### src/rtl/soc_bus_pkg.sv
// Shared bus definitions: bridge FSM states, error read value and the data address map.
package soc_bus_pkg;

   localparam int unsigned ADDR_W   = 32;
   localparam int unsigned DATA_W   = 32;
   localparam int unsigned STRB_W   = DATA_W / 8;
   localparam int unsigned REGION_W = 12;

   typedef enum logic [2:0] {
      IDLE,
      WR,
      WR_RESP,
      RD_ADDR,
      RD_DATA,
      RESP
   } bridge_state_t;

   localparam logic [DATA_W-1:0] ERR_RDATA_DEFAULT = 32'hDEAD_BEEF;

   // Address map: region is selected by addr[31:20].
   localparam logic [REGION_W-1:0] IRAM_REGION   = 12'h001;
   localparam logic [REGION_W-1:0] DRAM_REGION   = 12'h002;
   localparam logic [REGION_W-1:0] PERIPH_REGION = 12'h100;

   // Region field of a byte address.
   function automatic logic [REGION_W-1:0] addr_region(input logic [ADDR_W-1:0] addr);
      return addr[ADDR_W-1 -: REGION_W];
   endfunction

   // True when the address falls in a decoded region.
   function automatic logic region_mapped(input logic [ADDR_W-1:0] addr);
      logic [REGION_W-1:0] r;
      r = addr_region(addr);
      return (r == IRAM_REGION) || (r == DRAM_REGION) || (r == PERIPH_REGION);
   endfunction

endpackage

### src/rtl/bus_timeout_ctr.sv
// Response watchdog: counts busy cycles and flags the last allowed cycle.
module bus_timeout_ctr #(
   parameter int unsigned TIMEOUT_CYCLES = 256
) (
   input  logic clk,
   input  logic rst,
   input  logic clr,
   input  logic en,
   output logic expire_c
);

   localparam int unsigned CNT_W = $clog2(TIMEOUT_CYCLES);
   localparam logic [CNT_W-1:0] LAST = CNT_W'(TIMEOUT_CYCLES - 1);

   logic [CNT_W-1:0] count;

   // Count enabled cycles; clear has priority over enable.
   always_ff @(posedge clk) begin
      if (rst || clr) begin
         count <= '0;
      end else if (en) begin
         count <= count + CNT_W'(1);
      end
   end

   assign expire_c = en && (count == LAST);

endmodule

### src/rtl/obi_axil_data_bridge.sv
// OBI data port to AXI-lite master bridge, one transaction in flight, with response watchdog.
module obi_axil_data_bridge
   import soc_bus_pkg::*;
#(
   parameter int unsigned        TIMEOUT_CYCLES = 256,
   parameter logic [DATA_W-1:0]  ERR_RDATA      = ERR_RDATA_DEFAULT
) (
   input  logic              clk,
   input  logic              rst,
   input  logic              data_req_i,
   output logic              data_gnt_o,
   input  logic              data_we_i,
   input  logic [STRB_W-1:0] data_be_i,
   input  logic [ADDR_W-1:0] data_addr_i,
   input  logic [DATA_W-1:0] data_wdata_i,
   output logic              data_rvalid_o,
   output logic [DATA_W-1:0] data_rdata_o,
   output logic              data_err_o,
   output logic [ADDR_W-1:0] m_awaddr,
   output logic              m_awvalid,
   input  logic              m_awready,
   output logic [DATA_W-1:0] m_wdata,
   output logic [STRB_W-1:0] m_wstrb,
   output logic              m_wvalid,
   input  logic              m_wready,
   input  logic              m_bvalid,
   output logic              m_bready,
   output logic [ADDR_W-1:0] m_araddr,
   output logic              m_arvalid,
   input  logic              m_arready,
   input  logic [DATA_W-1:0] m_rdata,
   input  logic              m_rvalid,
   output logic              m_rready
);

   bridge_state_t     state;
   logic [ADDR_W-1:0] addr_q;
   logic [DATA_W-1:0] wdata_q;
   logic [STRB_W-1:0] be_q;
   logic              we_q;
   logic              aw_done;
   logic              w_done;

   logic aw_hs_c, w_hs_c, b_hs_c, r_hs_c;
   logic aw_fin_c, w_fin_c;
   logic tmo_en_c, tmo_clr_c, tmo_expire_c, abort_c;

   assign aw_hs_c  = m_awvalid && m_awready;
   assign w_hs_c   = m_wvalid && m_wready;
   assign b_hs_c   = m_bvalid && m_bready;
   assign r_hs_c   = m_rvalid && m_rready;
   assign aw_fin_c = aw_done || aw_hs_c;
   assign w_fin_c  = w_done || w_hs_c;

   assign tmo_en_c  = (state == WR) || (state == WR_RESP) ||
                      (state == RD_ADDR) || (state == RD_DATA);
   assign tmo_clr_c = (state == IDLE);
   // A B/R handshake on the expiry cycle completes normally.
   assign abort_c   = tmo_expire_c && !b_hs_c && !r_hs_c;

   // Only an idle bridge accepts a request; held requests wait for IDLE.
   assign data_gnt_o = !rst && data_req_i && (state == IDLE);

   // Address and payload stay stable for the whole transaction.
   assign m_awaddr = addr_q;
   assign m_araddr = addr_q;
   assign m_wdata  = wdata_q;
   assign m_wstrb  = be_q;

   bus_timeout_ctr #(
      .TIMEOUT_CYCLES (TIMEOUT_CYCLES)
   ) u_tmo (
      .clk      (clk),
      .rst      (rst),
      .clr      (tmo_clr_c),
      .en       (tmo_en_c),
      .expire_c (tmo_expire_c)
   );

   // Bridge FSM with registered channel controls and OBI response.
   always_ff @(posedge clk) begin
      if (rst) begin
         state         <= IDLE;
         addr_q        <= '0;
         wdata_q       <= '0;
         be_q          <= '0;
         we_q          <= 1'b0;
         aw_done       <= 1'b0;
         w_done        <= 1'b0;
         m_awvalid     <= 1'b0;
         m_wvalid      <= 1'b0;
         m_bready      <= 1'b0;
         m_arvalid     <= 1'b0;
         m_rready      <= 1'b0;
         data_rvalid_o <= 1'b0;
         data_err_o    <= 1'b0;
         data_rdata_o  <= '0;
      end else if (abort_c) begin
         m_awvalid     <= 1'b0;
         m_wvalid      <= 1'b0;
         m_bready      <= 1'b0;
         m_arvalid     <= 1'b0;
         m_rready      <= 1'b0;
         data_rvalid_o <= 1'b1;
         data_err_o    <= 1'b1;
         data_rdata_o  <= we_q ? '0 : ERR_RDATA;
         state         <= RESP;
      end else begin
         case (state)
            IDLE: begin
               if (data_req_i) begin
                  addr_q  <= data_addr_i & 32'hFFFF_FFFC;
                  wdata_q <= data_wdata_i;
                  be_q    <= data_be_i;
                  we_q    <= data_we_i;
                  aw_done <= 1'b0;
                  w_done  <= 1'b0;
                  if (data_we_i) begin
                     m_awvalid <= 1'b1;
                     m_wvalid  <= 1'b1;
                     state     <= WR;
                  end else begin
                     m_arvalid <= 1'b1;
                     state     <= RD_ADDR;
                  end
               end
            end
            WR: begin
               if (aw_hs_c) m_awvalid <= 1'b0;
               if (w_hs_c)  m_wvalid  <= 1'b0;
               aw_done <= aw_fin_c;
               w_done  <= w_fin_c;
               if (aw_fin_c && w_fin_c) begin
                  m_bready <= 1'b1;
                  state    <= WR_RESP;
               end
            end
            WR_RESP: begin
               if (b_hs_c) begin
                  m_bready      <= 1'b0;
                  data_rvalid_o <= 1'b1;
                  data_err_o    <= 1'b0;
                  data_rdata_o  <= '0;
                  state         <= RESP;
               end
            end
            RD_ADDR: begin
               if (m_arready) begin
                  m_arvalid <= 1'b0;
                  m_rready  <= 1'b1;
                  state     <= RD_DATA;
               end
            end
            RD_DATA: begin
               if (r_hs_c) begin
                  m_rready      <= 1'b0;
                  data_rvalid_o <= 1'b1;
                  data_err_o    <= 1'b0;
                  data_rdata_o  <= m_rdata;
                  state         <= RESP;
               end
            end
            RESP: begin
               data_rvalid_o <= 1'b0;
               data_err_o    <= 1'b0;
               state         <= IDLE;
            end
            default: state <= IDLE;
         endcase
      end
   end

endmodule

### config.mk
export PLATFORM = sky130hd
export DESIGN_NAME = obi_axil_data_bridge
export DESIGN_NICKNAME = d
export VERILOG_FILES = /design/src/rtl/soc_bus_pkg.sv /design/src/rtl/bus_timeout_ctr.sv /design/src/rtl/obi_axil_data_bridge.sv
export SDC_FILE = /design/constraint.sdc
export NUM_CORES = 1
export LEC_CHECK = 0
export BUFFER_PORTS_ARGS = -buffer_cell sky130_fd_sc_hd__buf_4
export CORE_MARGIN = 2
export CORE_UTILIZATION = 46
export DETAILED_ROUTE_END_ITERATION = 10
export PLACE_DENSITY = 0.8
export SETUP_SLACK_MARGIN = 0.5
export SLEW_MARGIN = 20
export SYNTH_ARGS = -nofsm -noshare
export SYNTH_HDL_FRONTEND = slang
export SYNTH_SLANG_ARGS = --single-unit
### constraint.sdc
create_clock -name clk -period 2 [get_ports clk]
set_input_delay 0.1 -clock clk [delete_from_list [all_inputs] [get_ports clk]]
set_output_delay 0.1 -clock clk [all_outputs]
set_load 0.01 [all_outputs]
==> out/qor.yml <==
synthesis:
  synth_top_area_cell: "dfxtp_1"
  synth_edf_count: 0
  synth_area_per_cell_um2: 8.18
  syn_area_mm2: 0.00510
  ys_ff_latch: 119
  synth_cells: 623
  synthDistinctLibCells: 55
  synth_area_leaders: "dfxtp_1 (47%), nand2_1 (11%), a21oi_1 (10%)"
  ys.warnings.count: 0
  synth_flop_cell: "dfxtp_1"
  synth_common_cells: "nand2_1 (154), dfxtp_1 (119), a21oi_1 (106)"
  synth_top_area_share_pct: 46.7
  seq_area_frac_synth_pct: 46.7
  async_flop_share_pct: 0
  synth.most_common_cell: "nand2_1"
critical_path:
  worstSetupStartpointType: "flop"
  critPathCaptureType: "flop"
  crit_fanout: 8
  cp.required_ps: 2440
  worst-setup-path-type: "reg2reg"
  crit_arrival_ps: 2450
  cp-startpoint: "state[1]"
  r2r-start: "state[1]"
floorplan:
  rows: 38
  die_h_um: 109
  ios: 249
  chipWidth_um: 109
  dieArea_mm2: 0.0119
  start_util_pct: 47.0
  core_region_area_mm2: 0.0108
global_routing:
  grt-ovfl-total: 0
  grt_pass1_wl_um: 31900
  grt_start_max_net_pins: 58
  grt_use_total_pct: 34.7
  grt_pass1_vias: 6323
  antenna_found_initial: 0
outcome:
  violations: "setup timing"
  status: "finished with violations"
timing:
  slew_headroom_pct: 57.9
  worst-slew-pin-transition_ps: 632
  setup_viol: 2
  fmax_ghz: 0.497
  timing.final.crit_share_pct: 101
  drv_slew: 0
  rsz0062_at_grt: "yes"
  fin_skew_ps: 15.8
  finalHoldViolCount: 0
  fin_ws_ps: -13.5
  finalCriticalPeriod_ps: 2010
drt:
  wl_per_cell_um: 21.7
  detail-route-antenna-nets: 0
  vias: 6719
  wl_um: 24900
  vias_per_cell: 5.87
  drt_iter0_markers: 644
  drt_pass1_iterations: 5
  route.detailed.drc: 0
pwr:
  power.share.clock_pct: 27.7
  peakVddDrop_mv: 0.921
  cell_internal_pwr_mw: 7.24
  p_sw_share_pct: 35.2
  p_leak_nw: 4.20
  netSwitchingPower_mw: 3.93
  pwr-share-seq_pct: 27.5
  p_per_area_mw_per_mm2: 1140
  pwr-share-comb_pct: 44.8
cts:
  cts-root-buf: "clkbuf_8"
  htreeDepth: 4
  cts_tree: "yes"
  clock-sinks: 119
  clkSlewWorstSetupHoldPaths_ps: 70
  clk-insertion-delay-late_ps: 530
  numCtsBuffers: 17
  cts.path.max_buffers: 2
layout:
  fill_cells: 417
  drive_gt1_share_pct: 42.6
  n_antenna_cell: 0
  fin_area_mm2: 0.00983
  layout.nets: 1102
  instances_no_fill: 1145
  syn_to_final_growth_pct: 92.8
placement:
  gp_congestion: 0.882
  port_buffers: 242
  pre_cts_slack_ps: 79.4
  dpl.hpwl_um: 10500
  place_area_mm2: 0.00689
  dp_cells: 950
min_path:
  worst_hold_startpoint: "m_rvalid"
  hp-class: "in2reg"
run:
  cap_violations: 0
-- state kept, by name (all words and copies together), names as in the netlist --
name           count
m_arvalid          1
m_wvalid           1
data_rvalid_o      1
m_awvalid          1
m_wstrb            4
data_rdata_o      32
data_err_o         1
w_done             1
state              3
aw_done            1
we_q               1
m_bready           1
m_wdata           32
m_rready           1
m_araddr          30
u_tmo.count        8
-- path summary, 6_finish.rpt --
path	endpoint	cells past startpoint	slack [ps]
max reg2reg	data_rdata_o[7]	9	-10
min reg2reg	m_wdata[12]	2	460
max	data_rdata_o[7]	9	-10
min	data_rvalid_o	5	180
-- cell type report --
cell class	instances	area [um^2]	share of cell area (%)
repair buffers	431	4120	41.9
multi-input cells	418	2520	25.6
flip-flops and latches	119	2410	24.5
clock buffers	19	432	4.39
well taps	140	175	1.78
clock inverters	13	155	1.58
inverters	5	18.8	0.191
-- per-stage QoR --
stage | hold slack (ps) | utilization, % | total power, mW | TNS [ps]
after floorplan | 236 | - | 4.99 | 0
after global placement | 348 | 63.5 | 5.94 | 0
after detailed placement | 356 | 63.5 | 6.02 | 0
after CTS | 82.8 | 86.0 | 10.2 | 0
after global routing | 191 | 90.6 | 11.5 | -58.7
final | 183 | 90.6 | 11.2 | -21.1
-- power by group through the flow --
| stage | Sequential [mW] | Combinational, mW | Clock [mW] |
|---|---|---|---|
| after detailed placement | 3.06 | 2.96 | 0 |
| after global placement | 3.04 | 2.90 | 0 |
| after floorplan | 3.15 | 1.84 | 0 |
| after CTS | 3.01 | 4.16 | 3.03 |
| final | 3.07 | 5.00 | 3.10 |
| after global routing | 3.10 | 5.22 | 3.19 |
-- cell usage in the layout, fill, tap and decap left out, types with 5 or more instances in the layout --
cell type / instances
buf_4: 273
nand2_1: 149
dfxtp_1: 109
dlygate4sd3_1: 105
a21oi_1: 95
o211ai_1: 24
nor2_1: 21
clkbuf_16: 21
buf_6: 18
a22oi_1: 17
buf_12: 14
nand3_1: 11
a21oi_2: 10
buf_16: 8
nand2_2: 5
inv_1: 5
a221oi_2: 5
xnor2_1: 5
clkinv_2: 5
dfxtp_4: 5
dfxtp_2: 5
-- what timing repair did --
action                                  4_1_cts  5_1_grt
buffers inserted                             23       15
hold endpoints to repair                    112        0
hold buffers                                105        0
resized for setup                            69       51
pin swaps                                    43       34
endpoints found under the setup margin      112      117
cloned                                       15        5
-- cell families after synthesis --
family | synth area share (%)
fa+ha+maj | 0.245
simple gates | 19.7
compound gates | 22.0
xor+xnor | 0.859
other cells | 0.0736
flops | 46.7
mux | 0.196
buf+inv | 10.2
-- layer usage --
metal	part of all wire [%]	track usage, %	wire (um)
met1	35	38.8	8600
met2	50	59.5	12400
met3	9.7	8.61	2410
met4	5.7	20.4	1430
met5	0	0	0
-- worst max-delay path, stage by stage, from the launching register on --
cell       delay, ps
dfxtp_4          360
buf_8            120
buf_4            130
buf_12           130
nor3b_4          350
buf_4            180
and2_4           200
clkbuf_16        160
a22oi_1          100
a21oi_1          180
(Power assumes the default switching activity.)
